## config.mk

```make
export PLATFORM = sky130hd
export DESIGN_NAME = jt51_ch8_acc
export DESIGN_NICKNAME = d
export VERILOG_FILES = /design/src/rtl/jt51_ch8_acc.sv
export SDC_FILE = /design/constraint.sdc
export NUM_CORES = 1
export LEC_CHECK = 0
export ABC_AREA = 0
export BUFFER_PORTS_ARGS = -buffer_cell sky130_fd_sc_hd__buf_2
export CELL_PAD_IN_SITES_DETAIL_PLACEMENT = 1
export CELL_PAD_IN_SITES_GLOBAL_PLACEMENT = 1
export CORE_MARGIN = 1.5
export CORE_UTILIZATION = 30
export CTS_CLUSTER_SIZE = 20
export DETAILED_ROUTE_END_ITERATION = 16
export PLACE_DENSITY_LB_ADDON = 0.1
export SLEW_MARGIN = 20
export SYNTH_ARGS = -nofsm -noshare
export SYNTH_HDL_FRONTEND = slang
export SYNTH_SLANG_ARGS = --single-unit
```

## constraint.sdc

```tcl
create_clock -name clk -period 7.02 [get_ports clk]
set_input_delay 0.351 -clock clk [delete_from_list [all_inputs] [get_ports clk]]
set_output_delay 0.351 -clock clk [all_outputs]
set_load 0.1 [all_outputs]
```

## src/rtl/jt51_ch8_acc.sv

```systemverilog
// Channel-8 carrier accumulator: sums the carrier operators of channel 8 over a
// 32-slot frame, with noise replacing operator 31, and emits left/right samples.
// Optional macro JT51_CH8_SAT_EN: clamp the output to the OUTW signed range
// instead of wrapping.
module jt51_ch8_acc #(
    parameter int OPW  = 14,
    parameter int OUTW = 16
) (
    input  logic                   clk,
    input  logic                   rst,
    input  logic                   zero,
    input  logic signed [OPW-1:0]  op_out,
    input  logic        [10:0]     noise,
    input  logic                   ne,
    input  logic        [2:0]      alg,
    input  logic        [1:0]      rl,
    output logic signed [OUTW-1:0] left,
    output logic signed [OUTW-1:0] right,
    output logic                   sample
);

    localparam int ACCW = OPW + 3;

    localparam logic [4:0] SLOT_M1 = 5'd7;
    localparam logic [4:0] SLOT_M2 = 5'd15;
    localparam logic [4:0] SLOT_C1 = 5'd23;
    localparam logic [4:0] SLOT_C2 = 5'd31;

    // Mask bit order: [0]=M1, [1]=M2, [2]=C1, [3]=C2.
    function automatic logic [3:0] carrier_mask(input logic [2:0] a);
        logic [3:0] m;
        case (a)
            3'd7:       m = 4'b1111;
            3'd5, 3'd6: m = 4'b1110;
            3'd4:       m = 4'b1100;
            default:    m = 4'b1000;
        endcase
        return m;
    endfunction

`ifdef JT51_CH8_SAT_EN
    localparam int SW = ((ACCW > OUTW) ? ACCW : OUTW) + 1;
    localparam logic signed [SW-1:0] MAXV = SW'((64'sd1 <<< (OUTW - 1)) - 64'sd1);
    localparam logic signed [SW-1:0] MINV = SW'(-(64'sd1 <<< (OUTW - 1)));

    function automatic logic signed [OUTW-1:0] fit_out(input logic signed [ACCW-1:0] v);
        logic signed [SW-1:0] w;
        w = SW'(v);
        if (w > MAXV) begin
            return MAXV[OUTW-1:0];
        end
        if (w < MINV) begin
            return MINV[OUTW-1:0];
        end
        return w[OUTW-1:0];
    endfunction
`else
    function automatic logic signed [OUTW-1:0] fit_out(input logic signed [ACCW-1:0] v);
        return OUTW'(v);
    endfunction
`endif

    logic        [4:0]      slot_q, slot_d, slot;
    logic        [3:0]      mask_q, mask_d, alg_mask;
    logic signed [ACCW-1:0] acc_q, acc_d;
    logic signed [OUTW-1:0] left_q, left_d, right_q, right_d;
    logic                   sample_q, sample_d;
    logic signed [ACCW-1:0] op_ext, last_ext, acc_final;
    logic signed [OPW-1:0]  noise_op, last_op;
    logic signed [OUTW-1:0] sum;

    always_comb begin
        slot      = zero ? 5'd0 : slot_q;
        slot_d    = slot + 5'd1;
        mask_d    = mask_q;
        acc_d     = acc_q;
        left_d    = left_q;
        right_d   = right_q;
        sample_d  = 1'b0;
        alg_mask  = carrier_mask(alg);
        op_ext    = ACCW'(op_out);
        noise_op  = OPW'($signed(noise)) <<< 3;
        last_op   = ne ? noise_op : op_out;
        last_ext  = ACCW'(last_op);
        acc_final = acc_q + (mask_q[3] ? last_ext : '0);
        sum       = fit_out(acc_final);

        case (slot)
            // Slot 7 loads rather than adds, so the previous frame is dropped here.
            SLOT_M1: begin
                mask_d = alg_mask;
                acc_d  = alg_mask[0] ? op_ext : '0;
            end
            SLOT_M2: begin
                if (mask_q[1]) begin
                    acc_d = acc_q + op_ext;
                end
            end
            SLOT_C1: begin
                if (mask_q[2]) begin
                    acc_d = acc_q + op_ext;
                end
            end
            SLOT_C2: begin
                left_d   = rl[0] ? sum : '0;
                right_d  = rl[1] ? sum : '0;
                sample_d = 1'b1;
            end
            default: ;
        endcase
    end

    always_ff @(posedge clk) begin
        if (rst) begin
            slot_q   <= '0;
            mask_q   <= '0;
            acc_q    <= '0;
            left_q   <= '0;
            right_q  <= '0;
            sample_q <= 1'b0;
        end else begin
            slot_q   <= slot_d;
            mask_q   <= mask_d;
            acc_q    <= acc_d;
            left_q   <= left_d;
            right_q  <= right_d;
            sample_q <= sample_d;
        end
    end

    assign left   = left_q;
    assign right  = right_q;
    assign sample = sample_q;

endmodule

```

**After elaboration in Yosys (flattened, before gate mapping)**

Index checks and enable logic that the tools add are counted.

- Register bits: 59
- Bits of input ports: 34
- Output and inout port bits: 33
- Word-level logic and storage cells: 33

- $add $sub $neg: 3
- Eq/ne operators: 10
- Mux-type cells: 11
- Reductions and logical operators: 3

Operator list:

| operator | count |
|---|---|
| two-way mux 17 bit | 3 |
| case mux 17 bit (3 select lines) | 1 |
| two-way mux 16 bit | 3 |
| adder 17 x 14 -> 17 bit | 1 |
| adder 16 bit | 1 |
| two-way mux 14 bit | 1 |
| == test 3 bit (second input constant) | 4 |
| == test 5 bit (second input constant) | 2 |
| case mux 3 bit (3 select lines) | 1 |
| adder 5 x 1 -> 5 bit (second input constant) | 1 |
| == test 5 x 3 -> 1 bit (second input constant) | 1 |
| == test 5 x 4 -> 1 bit (second input constant) | 1 |
| two-way mux 5 bit | 1 |
| != test 2 bit (second input constant) | 2 |
| AND reduction 3 bit | 1 |
| nonzero test 3 bit | 1 |
| OR reduction 2 bit | 1 |
| two-way mux 1 bit | 1 |

**Logic depth before layout (Yosys ltp)**

Gate-level depths: netlist of run 1.

- Depth after elaboration: 5
- Depth in mapped cells: 13
- Depth with buffers taken out: 13

**Worst setup path after synthesis of run 1**

OpenSTA, ideal clock, no wires.

- Path kind: input-to-reg
- From: in ne
- To: reg right_q[15], in the netlist right[15]
- Library setup time: 128 ps
- Arrival: 2602 ps
- Required time: 6892 ps
- Setup slack: 4290 ps
- Stages: 11
- Buffers on the path: 1
- Path through: buf_1 > mux2i_1 > nor2_1 > ha_1 > a21o_1 > a21oi_2 > nand3_1 > a2111oi_1 > o21bai_1 > xor2_1 > o32ai_1

- Longest elaborated chain between the ends: 4

RTL lines:

| element | RTL line | source |
|---|---|---|
| start: declaration | 14 | `input logic ne,` |
| two-way mux 14 bit | 83 | `last_op = ne ? noise_op : op_out;` |
| two-way mux 16 bit | 85 | `acc_final = acc_q + (mask_q[3] ? last_ext : '0);` |
| adder 16 bit | 85 |  |
| two-way mux 16 bit | 106 | `right_d = rl[1] ? sum : '0;` |
| end signal: assignment | 126 | `right_q <= right_d;` |
| end: declaration | 66 | `logic signed [OUTW-1:0] left_q, left_d, right_q, right_d;` |

Every way passes these cells.
A chain may end at the register's enable or synchronous reset.

**Worst setup path after layout of run 1**

- From: reg mask_q[3]
- To: reg left_q[14], in the netlist left[14]

- Longest elaborated chain between the ends: 3

RTL lines:

| element | RTL line | source |
|---|---|---|
| start: declaration | 64 | `logic [3:0] mask_q, mask_d, alg_mask;` |
| start signal: assignment | 123 | `mask_q <= mask_d;` |
| two-way mux 16 bit | 85 |  |
| adder 16 bit | 85 |  |
| two-way mux 16 bit | 105 | `left_d = rl[0] ? sum : '0;` |
| end signal: assignment | 125 | `left_q <= left_d;` |
| end: declaration | 66 |  |

Every way passes these cells.

==> parameters.txt, run 1 <==
Parameter                              Value

Power and ir drop
  Largest vdd supply drop    0.1096 mV
  Power Dens Cells    189.9 mW/mm²
  Pleak    2.014 nW

Synthesis
  Netlist area before placement    0.003867 mm²
  Synthesized flop and latch total    57
  Share of the synthesized area in compound gates (AO/OA/AOI/OAI)    22.97%
  Share of synthesized flip-flops with an asynchronous set or reset    0%
  Syn_nets    558
  Share of cell area taken by muxes after synthesis    3.106%
  Count of distinct cell types in the synthesized netlist    47
  Instance count of the mapped netlist    489
  XOR/XNOR share of the synthesized area    6.567%
  Ys Warns    0
  Share of synthesized cell area in and, or, nand and nor gates    21.61%
  Mean Syn Cell Area    7.909 µm²
  EDFF count, synth    0
  Sequential share of the synthesized area    29.51%
  Combinational family with the most area after synthesis    compound AO/OA/AOI/OAI gates
  Leading register cell type out of synthesis    sky130_fd_sc_hd__dfxtp_1
  Post-Synth Adder-Cell Area    11.71%

Placed design
  Place WS    3.969 ns
  IO Port Bufs    66
  Routability cong.    0.8273
  Detailed placer's ending HPWL    9087 µm
  Instance count after placement with tap cells included    703
  Total cell area at the placement stage    0.004320 mm²

Worst setup path
  Required time of the worst setup path    7.27 ns
  Family of cells with the greatest summed delay on the critical path    compound AO/OA/AOI/OAI gates
  Startpoint types    flop
  Data arrival time of the worst path    3.20 ns
  Beginning of the worst register-to-register path    mask_q[3]$_SDFFE_PP0P_
  Worst-path maximum fanout    13
  CP max-delay cell    sky130_fd_sc_hd__fa_1
  Cell type with the highest occurrence count on the critical path    sky130_fd_sc_hd__inv_1
  Worst-path cell chain    inv_1 -> nor2_1 -> and2_1 -> ha_1 -> inv_1 -> fa_1 -> nand2b_1 -> a21o_1 -> a2111oi_2 -> o32ai_1 -> xnor2_1 -> nand3_1 -> a21oi_1
  Flop-to-flop setup slack    4.07 ns
  Worst Reg2Reg Path Length in Cells    13
  Maximum cell stage delay along the critical path    0.39 ns
  Worst r2r dst    left[14]$_SDFFE_PP0P_
  Element type at the critical path end    flop
  Total buffers and inverters traversed by the critical path    2
  Category of the critical setup timing path    reg -> reg

Clock network
  Hold bufs inserted after CTS    0
  Skew-Pair Late Insertion Delay    0.33 ns
  Root buffer selected by CTS    sky130_fd_sc_hd__clkbuf_16
  Clock input transition at the sequential cells of the worst setup and hold paths    0.05 ns
  Clock Tree Buf Depth    2
  CTS Sinks    57
  TritonCTS clock tree    done
  Number of buffers created by CTS    9
  Number of instances resized during post-cts repair    0
  # Post-CTS Setup Buffers    0
  Number of H-tree levels    3

GRT
  Global Route Usage Sum    17.81%
  Number of global-route vias before repair    3763
  Wire length of the first global-routing pass    18770 µm
  Total grt overflow    0
  Antenna violations before repair    0
  Largest net degree at the start of global routing    63

Timing
  Final-report hold violation count    0
  Headroom to the max-slew limit    42.05%
  Final number of max-transition violations    0
  Smallest setup slack after layout    4.075 ns
  Final setup violation count    0
  Tcrit/Tclk final    41.95%
  Achievable Freq    339.5 MHz
  Worst hold margin    0.2609 ns
  Setup repair after global routing missed its margin    false
  Worst clock skew    0.005678 ns
  Worst-margin pin slew    0.8683 ns
  Sum of negative setup slack    0 ns
  Minimum period implied by the final worst setup slack    2.945 ns

Drt
  Count of routing violations after the opening detailed-route iteration    168
  Routed vias    3617
  Via density per instance    5.031
  Final Routed Wirelength    11610 µm
  TritonRoute pass-1 iters    4
  Average routed wire per standard cell    16.15 µm
  Detailed-route DRC error count    0
  Final antenna-violating net count    0

Die
  Height of the chip    116.5 µm
  Width of the die    116.5 µm
  DIE AREA    0.01358 mm²
  Initial Util    30.65%
  Std cell rows    41
  Number of top-level pins    67
  Area of the core    0.01262 mm²

Hold path
  Worst min-delay path category    in -> reg
  Terminating pin of the worst hold path    slot_q[3]$_SDFF_PP0_
  Worst hold stages    2
  Hold Path Origin    zero

Flow run
  Maximum capacitance violations    0

Cells and area
  Final instance area    0.004668 mm²
  Fraction of layout instances using a drive strength above 1    15.90%
  Layout net count    611
  Cell Count, Final, Fillers Out    719
  Layout area overhead    20.71%
  Filler cell count in the final layout    1562
  ANT cells    0

Run status
  Result of the run    complete, no violations
sequential cells by signal, indices dropped and copies added (netlist names):
register,count
slot_q,5
left,16
right,16
mask_q,3
sample,1
acc_q,16
stage by stage:
stage	power [W]	util, %
after floorplan	0.0003595	-
after global placement	0.0003804	34.24
after detailed placement	0.0003812	34.24
after CTS	0.0008994	36.97
after global routing	0.0009183	36.99
final	0.0008865	36.99
kinds of logic after synthesis:
logic type      after synthesis
xor+xnor                     29
mux                          12
compound gates              132
flops                        57
simple gates                180
fa+ha+maj                    35
buf+inv                      44
how the worst max path moves through the flow:
stage                            from  slack, ns                endpoint  depth (start not counted)
2_1_floorplan                      ne       4.29  right[15]$_SDFFE_PP0P_                         11
3_3_place_gp                       ne       4.09  right[15]$_SDFFE_PP0P_                         11
3_5_place_dp                       ne       3.97   left[14]$_SDFFE_PP0P_                         13
4_1_cts        mask_q[3]$_SDFFE_PP0P_       4.04   left[14]$_SDFFE_PP0P_                         13
5_1_grt        mask_q[3]$_SDFFE_PP0P_       3.79  right[14]$_SDFFE_PP0P_                         13
6_report       mask_q[3]$_SDFFE_PP0P_       4.07   left[14]$_SDFFE_PP0P_                         13
metal layers:
| metal | routed length, µm | track usage [%] |
|---|---|---|
| met5 | 0 | 0 |
| met4 | 212 | 6.908 |
| met3 | 298 | 2.595 |
| met2 | 5070 | 28.67 |
| met1 | 6031 | 24.14 |
power by group:
| group | switching [W] | internal, W | leakage (nW) |
|---|---|---|---|
| clock | 0.000157 | 0.000356 | 0.166 |
| combinational | 0.0000297 | 0.0000190 | 1.39 |
| sequential | 0.000000402 | 0.000325 | 0.459 |
| total | 0.000187 | 0.000699 | 2.01 |
Yosys cell counts (3+ instances only):
master,count,area share [%]
sky130_fd_sc_hd__nand4b_1,3,0.68
sky130_fd_sc_hd__o22ai_1,3,0.49
sky130_fd_sc_hd__a21o_1,11,2.1
sky130_fd_sc_hd__buf_2,8,1.0
sky130_fd_sc_hd__a31oi_1,4,0.65
sky130_fd_sc_hd__nand2b_1,5,0.81
sky130_fd_sc_hd__o21bai_1,3,0.58
sky130_fd_sc_hd__and2_1,5,0.81
sky130_fd_sc_hd__buf_1,3,0.29
sky130_fd_sc_hd__o211ai_1,5,0.97
sky130_fd_sc_hd__xor2_1,12,2.7
sky130_fd_sc_hd__a211oi_1,5,0.97
sky130_fd_sc_hd__nand2_1,43,4.2
sky130_fd_sc_hd__a311oi_1,5,1.1
sky130_fd_sc_hd__and3_1,4,0.65
sky130_fd_sc_hd__o21a_1,3,0.58
sky130_fd_sc_hd__nor2_1,62,6.0
sky130_fd_sc_hd__o32ai_1,5,1.1
sky130_fd_sc_hd__nand3_1,22,2.8
sky130_fd_sc_hd__nor3_1,13,1.7
sky130_fd_sc_hd__clkbuf_1,15,1.5
sky130_fd_sc_hd__a22oi_1,16,3.1
sky130_fd_sc_hd__inv_1,18,1.7
sky130_fd_sc_hd__a221oi_1,5,1.1
sky130_fd_sc_hd__nand4_1,3,0.49
sky130_fd_sc_hd__ha_1,33,11
sky130_fd_sc_hd__xnor2_1,17,3.8
sky130_fd_sc_hd__a21oi_1,37,4.8
sky130_fd_sc_hd__o21ai_0,15,1.9
sky130_fd_sc_hd__mux2i_1,12,3.1
sky130_fd_sc_hd__dfxtp_1,57,30
sky130_fd_sc_hd__o2bb2ai_1,3,0.68
sky130_fd_sc_hd__nor2b_1,12,1.9
sky130_fd_sc_hd__nand3b_1,5,0.97
final cells by class:
cell class                      count  area [µm²]  area share [%]
Sequential cell                    57        1141           24.44
Clock inverter                      5       102.6           2.198
Multi-Input combinational cell    388        2554           54.70
Timing Repair Buffer               68       345.3           7.397
Tap cell                          172       215.2           4.610
Inverter                           18       67.56           1.447
Clock buffer                       11       242.7           5.200
layout by cell type, fill, tap and decap left out, drive strengths merged, types with 11 or more instances in the layout:
cell type   n
nor3       13
inv        18
nand3      22
mux2i      12
xor2       12
ha         33
xnor2      17
a21oi      39
a22oi      16
dfxtp      57
buf        68
nand2      43
o21ai      17
nor2b      12
a21o       11
nor2       62
clkbuf     11
Note: power is estimated with default switching activity, not from simulation.
==> inputs of run 2 (changes only) <==
- clock period: 7.02 -> 3 ns (I/O delays scaled with it)
==> run 2 against run 1 <==
Via count grew 2.7%; final area grew 0.29%; utilization grew 0.11 points; critical path type unchanged; critical endpoint unchanged.
==> parameters.txt, run 2 (same netlist as run 1, synthesis figures left out) <==
Parameter                              Value

Cells and area
  Most common cell after layout, fill and taps aside    sky130_fd_sc_hd__buf_2
  Layout area overhead    21.06%
  ANT cells    0
  Layout net count    614
  Leading cell types in the layout, fill and taps excluded    sky130_fd_sc_hd__buf_2, sky130_fd_sc_hd__nor2_1, sky130_fd_sc_hd__dfxtp_1
  Filler cell count in the final layout    1567
  Fraction of layout instances using a drive strength above 1    16.55%
  Final Util    37.10%

Worst setup path
  Family of cells with the greatest summed delay on the critical path    compound AO/OA/AOI/OAI gates
  Data arrival time of the worst path    2.97 ns
  Worst-path maximum fanout    3
  Beginning of the worst register-to-register path    mask_q[3]$_SDFFE_PP0P_
  Worst Reg2Reg Path Length in Cells    13
  Flop-to-flop setup slack    0.29 ns
  Element type at the critical path end    flop
  Category of the critical setup timing path    reg -> reg
  Worst r2r dst    left[14]$_SDFFE_PP0P_
  Cell type with the highest occurrence count on the critical path    sky130_fd_sc_hd__inv_1
  Required time of the worst setup path    3.26 ns
  Worst-path cell chain    inv_1 -> nor2_2 -> and2_1 -> ha_1 -> inv_1 -> fa_2 -> nand2b_1 -> a21o_1 -> a2111oi_2 -> o32ai_1 -> xnor2_1 -> nand3_1 -> a21oi_1
  CP max-delay cell    sky130_fd_sc_hd__a2111oi_2
  Startpoint types    flop
  Total buffers and inverters traversed by the critical path    2
  Maximum cell stage delay along the critical path    0.38 ns

Placed design
  Detailed placer's ending HPWL    9222 µm
  IO Port Bufs    66
  Routability cong.    0.8252
  Place WS    0.1453 ns

Power and ir drop
  Largest vdd supply drop    0.3308 mV
  Power Dens Cells    432.1 mW/mm²
  Pleak    2.021 nW

Clock network
  Number of H-tree levels    3
  Hold bufs inserted after CTS    0
  Root buffer selected by CTS    sky130_fd_sc_hd__clkbuf_16
  Clock Tree Buf Depth    2
  Number of buffers created by CTS    9
  Clock input transition at the sequential cells of the worst setup and hold paths    0.06 ns
  CTS Sinks    57
  Skew-Pair Late Insertion Delay    0.34 ns
  TritonCTS clock tree    done

GRT
  Wire length of the first global-routing pass    19260 µm
  Largest net degree at the start of global routing    63
  Global Route Usage Sum    18.45%
  Number of global-route vias before repair    3837
  Total grt overflow    0
  Antenna violations before repair    0

Timing
  Worst hold margin    0.05391 ns
  Final-report hold violation count    0
  Achievable Freq    369.7 MHz
  Sum of negative setup slack    0 ns
  Minimum period implied by the final worst setup slack    2.705 ns
  Worst clock skew    0.006494 ns
  Setup repair after global routing missed its margin    false
  Worst-margin pin slew    0.8707 ns
  Final number of max-transition violations    0
  Final setup violation count    0
  Tcrit/Tclk final    90.17%
  Smallest setup slack after layout    0.2949 ns
  Headroom to the max-slew limit    41.89%

Drt
  Count of routing violations after the opening detailed-route iteration    173
  Final antenna-violating net count    0
  Average routed wire per standard cell    16.36 µm
  Via density per instance    5.144
  Final Routed Wirelength    11810 µm
  Routed vias    3714
  Detailed-route DRC error count    0
  TritonRoute pass-1 iters    6

Flow run
  Maximum capacitance violations    0

Run status
  Result of the run    complete, no violations

Die
  Initial Util    30.65%
  Std cell rows    41
  Area of the core    0.01262 mm²
  Number of top-level pins    67
  DIE AREA    0.01358 mm²
  Height of the chip    116.5 µm
  Width of the die    116.5 µm

Hold path
  Hold Path Origin    zero
  Worst hold stages    2
  Terminating pin of the worst hold path    slot_q[3]$_SDFF_PP0_
  Worst min-delay path category    in -> reg
[run 2: cell types whose count changed in the layout (fill, tap and decap cells not counted)]
cell / change
sky130_fd_sc_hd__buf_4: +4
sky130_fd_sc_hd__buf_2: -1
sky130_fd_sc_hd__bufinv_16: -1
sky130_fd_sc_hd__clkbuf_8: +1
sky130_fd_sc_hd__clkinv_2: -1
sky130_fd_sc_hd__clkinvlp_4: +1
sky130_fd_sc_hd__fa_1: -1
sky130_fd_sc_hd__fa_2: +1
sky130_fd_sc_hd__nor2_1: -1
sky130_fd_sc_hd__nor2_2: +1
sky130_fd_sc_hd__nor2b_1: +1
sky130_fd_sc_hd__nor2b_2: -1
[run 2: how the worst max path moves through the flow]
| stage | startpoint | end | slack [ns] | cells after the start |
|---|---|---|---|---|
| after detailed placement | ne | left[14]$_SDFFE_PP0P_ | 0.15 | 13 |
| after global placement | ne | right[14]$_SDFFE_PP0P_ | 0.28 | 13 |
| after floorplan | ne | right[15]$_SDFFE_PP0P_ | 0.47 | 11 |
| after global routing | mask_q[3]$_SDFFE_PP0P_ | right[14]$_SDFFE_PP0P_ | 0.07 | 13 |
| after CTS | mask_q[3]$_SDFFE_PP0P_ | left[14]$_SDFFE_PP0P_ | 0.21 | 13 |
| final | mask_q[3]$_SDFFE_PP0P_ | left[14]$_SDFFE_PP0P_ | 0.29 | 13 |
[run 2: final cells by class]
cell class | count | area, µm² | share of cell area, %
clock buffer | 12 | 256.5 | 5.478
tap | 172 | 215.2 | 4.596
clock inverter | 4 | 75.07 | 1.603
timing repair buffer | 71 | 370.4 | 7.910
sequential | 57 | 1141 | 24.37
inverter | 18 | 67.56 | 1.443
multi-input combinational | 388 | 2556 | 54.60
[run 2: per-layer routing]
| layer | vias up | global-route usage (%) | wire length, µm |
|---|---|---|---|
| met2 | 76 | 29.10 | 5180 |
| li1 | 1867 | - | - |
| met5 | - | 0 | 0 |
| met3 | 17 | 3.425 | 460 |
| met4 | 0 | 7.068 | 240 |
| met1 | 1754 | 25.07 | 5930 |
[run 2: stage by stage]
| stage | area, µm² | power (W) | std cells |
|---|---|---|---|
| 6_report | 4682 | 0.002023 | 722 |
| 2_1_floorplan | 3867 | 0.0008413 | 489 |
| 4_1_cts | 4674 | 0.002045 | 722 |
| 3_5_place_dp | 4343 | 0.0008916 | 706 |
| 5_1_grt | 4682 | 0.002092 | 722 |
| 3_3_place_gp | 4343 | 0.0008895 | 706 |
[run 2: timing repair]
| item | CTS | global route |
|---|---|---|
| gates resized for setup | 0 | 2 |
| endpoints found under the hold margin | 0 | 0 |
| endpoints found under the setup margin | 0 | 2 |
| buffers inserted | 0 | 0 |
[run 2: report_power, final]
part	internal, W	switching [W]
sequential	0.000760	0.000000930
combinational	0.0000441	0.0000698
clock	0.000772	0.000377
total	0.00158	0.000448
